===== config.mk =====
export PLATFORM = sky130hd
export DESIGN_NAME = mini_core_dmem_ctrl
export DESIGN_NICKNAME = d
export VERILOG_FILES = /design/src/rtl/mini_core_dmem_ctrl.sv
export SDC_FILE = /design/constraint.sdc
export NUM_CORES = 1
export LEC_CHECK = 0
export CAP_MARGIN = 25
export CELL_PAD_IN_SITES_DETAIL_PLACEMENT = 0
export CELL_PAD_IN_SITES_GLOBAL_PLACEMENT = 1
export CORE_AREA = 5 5 107 109
export DETAILED_ROUTE_END_ITERATION = 16
export DIE_AREA = 0 0 112 114
export DONT_BUFFER_PORTS = 1
export PLACE_DENSITY = 0.62
export REMOVE_ABC_BUFFERS = 1
export SLEW_MARGIN = 5
export SYNTH_ARGS = -nofsm -noshare
export SYNTH_HDL_FRONTEND = slang
export SYNTH_SLANG_ARGS = --single-unit
export TNS_END_PERCENT = 100

===== constraint.sdc =====
create_clock -name Clock -period 2 [get_ports Clock]
set_input_delay 0.4 -clock Clock [delete_from_list [all_inputs] [get_ports Clock]]
set_output_delay 0.4 -clock Clock [all_outputs]
set_load 0.005 [all_outputs]

===== src/rtl/mini_core_dmem_ctrl.sv =====
`default_nettype none
// ============================================================================
// Module   : mini_core_dmem_ctrl
// Brief    : Data-memory port arbiter between the core pipeline (Q103H) and an
//            external debug/loader requester. Issues one request at a time,
//            tracks one outstanding read, and returns zero data with an error
//            pulse if the read response does not arrive in time.
// Revision : 1.0  initial release
// ============================================================================
module mini_core_dmem_ctrl #(
    parameter int TIMEOUT    = 64,
    parameter int STARVE_MAX = 4
) (
    input  logic        Clock,
    input  logic        RstN,
    input  logic        CoreReqValid,
    input  logic        CoreReqWr,
    input  logic [31:0] CoreReqAddr,
    input  logic [31:0] CoreReqData,
    input  logic [3:0]  CoreReqByteEn,
    input  logic        ExtReqValid,
    input  logic        ExtReqWr,
    input  logic [31:0] ExtReqAddr,
    input  logic [31:0] ExtReqData,
    input  logic [3:0]  ExtReqByteEn,
    output logic        ExtReqReady,
    output logic        CoreStall,
    output logic        DMemReqValid,
    output logic        DMemReqWr,
    output logic [31:0] DMemReqAddr,
    output logic [31:0] DMemReqData,
    output logic [3:0]  DMemByteEn,
    input  logic        DMemReady,
    input  logic        DMemRdRspValid,
    input  logic [31:0] DMemRdRspData,
    output logic        CoreRdRspValid,
    output logic        ExtRdRspValid,
    output logic [31:0] RdRspData,
    output logic        TimeoutErr
);

    localparam logic [1:0] c_IDLE         = 2'd0;
    localparam logic [1:0] c_RD_WAIT_CORE = 2'd1;
    localparam logic [1:0] c_RD_WAIT_EXT  = 2'd2;

    localparam logic [3:0] c_STARVE_MAX = 4'(STARVE_MAX);
    localparam logic [7:0] c_WAIT_LAST  = 8'(TIMEOUT - 1);

    logic [1:0] state_q, state_d;
    logic [3:0] starve_q, starve_d;
    logic [7:0] wait_q, wait_d;

    logic w_wait_core, w_wait_ext, w_waiting, w_idle;
    logic w_grant_ext, w_grant_core, w_issue, w_accept;
    logic w_core_acc, w_ext_acc, w_wr;
    logic w_rsp, w_timeout, w_done;

    // State decode; the unused encoding behaves as IDLE and is steered back.
    assign w_wait_core = (state_q == c_RD_WAIT_CORE);
    assign w_wait_ext  = (state_q == c_RD_WAIT_EXT);
    assign w_waiting   = w_wait_core | w_wait_ext;
    assign w_idle      = ~w_waiting;

    // Core has priority unless the external requester has been starved long enough.
    assign w_grant_ext  = ExtReqValid & (~CoreReqValid | (starve_q == c_STARVE_MAX));
    assign w_grant_core = CoreReqValid & ~w_grant_ext;
    assign w_issue      = w_idle & (w_grant_core | w_grant_ext);
    assign w_accept     = w_issue & DMemReady;
    assign w_core_acc   = w_accept & w_grant_core;
    assign w_ext_acc    = w_accept & w_grant_ext;
    assign w_wr         = w_grant_ext ? ExtReqWr : CoreReqWr;

    // A real response wins over a coincident timeout.
    assign w_rsp     = w_waiting & DMemRdRspValid;
    assign w_timeout = w_waiting & ~DMemRdRspValid & (wait_q == c_WAIT_LAST);
    assign w_done    = w_rsp | w_timeout;

    // Memory request bus, forced to zero while reset is asserted.
    assign DMemReqValid = RstN & w_issue;
    assign DMemReqWr    = RstN & w_issue & w_wr;
    assign DMemReqAddr  = (RstN & w_issue) ? (w_grant_ext ? ExtReqAddr : CoreReqAddr) : 32'h0;
    assign DMemReqData  = (RstN & w_issue) ? (w_grant_ext ? ExtReqData : CoreReqData) : 32'h0;
    assign DMemByteEn   = (RstN & w_issue) ? (w_grant_ext ? ExtReqByteEn : CoreReqByteEn) : 4'h0;

    // Requester-facing handshakes and read return path.
    assign ExtReqReady    = RstN & w_ext_acc;
    assign CoreRdRspValid = RstN & w_wait_core & w_done;
    assign ExtRdRspValid  = RstN & w_wait_ext & w_done;
    assign RdRspData      = (RstN & w_rsp) ? DMemRdRspData : 32'h0;
    assign TimeoutErr     = RstN & w_timeout;
    assign CoreStall      = RstN & ~(w_wait_core & w_done) &
                            (w_wait_core | (CoreReqValid & ~w_core_acc));

    // Next-state logic for the FSM, starvation counter and wait counter.
    always_comb begin
        state_d  = state_q;
        starve_d = starve_q;
        wait_d   = wait_q;

        case (state_q)
            c_IDLE: begin
                if (w_accept && !w_wr) begin
                    state_d = w_grant_ext ? c_RD_WAIT_EXT : c_RD_WAIT_CORE;
                    wait_d  = 8'd0;
                end
            end
            c_RD_WAIT_CORE, c_RD_WAIT_EXT: begin
                if (w_done) begin
                    state_d = c_IDLE;
                end else begin
                    wait_d = wait_q + 8'd1;
                end
            end
            default: begin
                state_d = c_IDLE;
            end
        endcase

        if (!ExtReqValid || w_ext_acc) begin
            starve_d = 4'd0;
        end else if (w_core_acc && (starve_q != c_STARVE_MAX)) begin
            starve_d = starve_q + 4'd1;
        end
    end

    // State registers with asynchronous active-low reset.
    always_ff @(posedge Clock or negedge RstN) begin
        if (!RstN) begin
            state_q  <= c_IDLE;
            starve_q <= 4'd0;
            wait_q   <= 8'd0;
        end else begin
            state_q  <= state_d;
            starve_q <= starve_d;
            wait_q   <= wait_d;
        end
    end

endmodule
`default_nettype wire

==> impl_metrics.json <==
{
  "antenna_found_initial": 0,
  "yosysUniqueCellTypes": 32,
  "crit_path_end_kind": "output port",
  "slew_headroom_pct": 52.7,
  "grt_pass1_vias": 2959,
  "drive_above_1_share_pct": 55.5,
  "grt_setup_unrepaired": "true",
  "critPathRequiredTime_ns": 1.60,
  "p_switching_w": 0.00162,
  "seq_area_frac_synth_pct": 15.9,
  "cts_sinks": 14,
  "p_clk_share_pct": 6.5,
  "synth_commonest_cells": "nand2_1 (156), a21oi_1 (75), and2_1 (36)",
  "r2r_setup_slack_ns": -0.13,
  "setup_viol": 113,
  "synthFlopType": "dfrtp_1",
  "ys_ff_latch": 14,
  "p_seq_share_pct": 13.7,
  "violations": "setup timing",
  "max_stage_delay_ns": 0.39,
  "avgSynthCellArea_um2": 5.75,
  "path_max_fanout": 6,
  "routedWlPerCell_um": 24.2,
  "final_area_um2": 4300,
  "fin_worst_skew_ns": 0.00509,
  "worstMarginPinSlew_ns": 0.707,
  "diodes": 0,
  "synthTopCellsByArea": "nand2_1 (27%), a21oi_1 (17%), dfrtp_1 (16%)",
  "fin_crit_sh_pct": 112,
  "p_comb_share_pct": 79.8,
  "clk_latency_ns": 0.24,
  "fin_setup_tns_ns": -16.68,
  "crit_slowest_cell": "dfrtp_1",
  "synth_top_area_share_pct": 26.6,
  "die_x_um": 112,
  "rows": 38,
  "syn_area_um2": 2200,
  "drt-total-wl_um": 14000,
  "cts_tree": "built",
  "dieHeight_um": 114,
  "final_core_util_pct": 40.9,
  "final_net_count": 620,
  "num_vias": 3123,
  "dieArea_um2": 12800,
  "drtAntennaViolNets": 0,
  "p_per_area_nw_per_um2": 819,
  "clock.fmax_mhz": 447,
  "critPathKind": "reg2out",
  "drtPass1Iterations": 4,
  "areaGrowthSynthToFinish_pct": 95.6,
  "status": "finished, violations left",
  "switching_share_pct": 46.0,
  "drc": 0,
  "yosysMostFrequentCell": "nand2_1",
  "synth_top_cell_by_area": "nand2_1",
  "synthCells": 382,
  "yosysWarningCount": 0,
  "holdWs_ns": 0.359,
  "seqCellArea_um2": 350,
  "synth-edff-count": 0,
  "grt_pass1_wl_um": 17400,
  "port_buffers": 0,
  "coreArea_um2": 10500,
  "finalCriticalPeriod_ns": 2.24,
  "dp_slack_ns": -0.143,
  "grt_max_degree": 27,
  "multi_input_area_um2": 2590,
  "dpl.hpwl_um": 8380,
  "start_kind": "flop",
  "ir_drop_mv": 0.395,
  "crit_path_cell_trace": "inv_2 -> ha_4 -> buf_6 -> o21ba_4 -> nand2_8 -> buf_12 -> clkbuf_16 -> a21oi_4",
  "async_flop_share_pct": 100,
  "p_int_w": 0.00190,
  "clockRootBuffer": "clkbuf_8",
  "cap_viol_max_count": 0,
  "routabilityCongestion": 0.820,
  "crit_family": "buffers and inverters",
  "start_util_pct": 20.9,
  "path_clk_slew_ns": 0.06,
  "cts_buffers": 3,
  "fin_ws_ns": -0.236,
  "slew_violations": 0,
  "power_leakage_nw": 1.70,
  "final_hold_viol_count": 0,
  "grt-ovfl-total": 0,
  "htree_levels": 1,
  "io_pins": 283,
  "clock_path_buffers": 2,
  "arrival_ns": 1.84,
  "hold_path_class": "in2reg",
  "worst-path-buf-inv": 4,
  "grtUsageTotal_pct": 17.2,
  "first_iter_violations": 262,
  "viasPerCell": 5.42,
  "fillers": 998,
  "place_area_um2": 2540
}
[registers in the layout, summed over array words and instances, names as in the netlist]
| signal | flops |
|---|---|
| state_q | 2 |
| starve_q | 4 |
| wait_q | 8 |
[cell type report]
cell class | count | area share (%)
flip-flops and latches | 14 | 8.15
well taps | 140 | 4.07
clock buffers | 3 | 0.960
inverters | 9 | 0.902
multi-input cells | 332 | 60.3
repair buffers | 78 | 25.6
[layout by cell type (no fill, tap or decap), types with 3 or more instances in the layout]
master	instances
ha_1	3
buf_16	8
clkbuf_8	3
nand2_4	13
dfrtp_1	14
a21oi_1	5
and3_1	3
buf_6	11
buf_8	3
clkbuf_16	8
a21oi_2	35
o21ai_0	3
buf_12	12
and3_4	3
nand3_1	7
nand2_1	126
nand2_2	16
inv_1	6
a21oi_4	35
nor2_1	6
a211o_1	3
and2_4	36
buf_4	35
[final timing paths]
path                                        end         from  depth (start not counted)
worst max-delay path            DMemReqData[10]   state_q[0]                          8
worst min-delay path                starve_q[1]  ExtReqValid                          2
worst max register to register        wait_q[0]   state_q[0]                          9
worst min register to register        wait_q[1]    wait_q[1]                          2
max in group asynchronous           starve_q[1]         RstN                          1
min in group asynchronous             wait_q[1]         RstN                          1
[through the flow]
step	instances	power [W]
2_1_floorplan	354	0.00138
3_3_place_gp	524	0.00193
3_5_place_dp	524	0.00195
4_1_cts	551	0.00306
5_1_grt	576	0.00374
6_report	576	0.00352
[power by group through the flow]
stage	clock network, W	registers [W]	logic, W
after global routing	0.000254	0.000499	0.00299
after CTS	0.000240	0.000469	0.00235
after floorplan	0	0.000461	0.000920
after detailed placement	0	0.000471	0.00148
final	0.000229	0.000482	0.00281
after global placement	0	0.000469	0.00146
[per-layer routing]
layer	vias up	wire [um]	global-route usage, %
met1	1545	5820	24.1
met5	-	0	0
met4	0	102	2.32
met3	13	1070	3.13
met2	176	6960	28.3
li1	1389	-	-
[kinds of logic after synthesis]
group | Yosys count | share of synthesized area [%]
fa+ha+maj | 6 | 3.41
flops | 14 | 15.9
compound gates | 94 | 25.3
simple gates | 231 | 48.6
buf+inv | 37 | 6.72
[timing repair]
item,4_1_cts,5_1_grt
buffers inserted,12,17
hold buffers,1,0
endpoints found under the setup margin,115,116
gates resized for setup,166,78
gates cloned,11,11
pin swaps,19,50
hold endpoints to repair,14,0
Note: power is estimated with default switching activity, not from simulation.
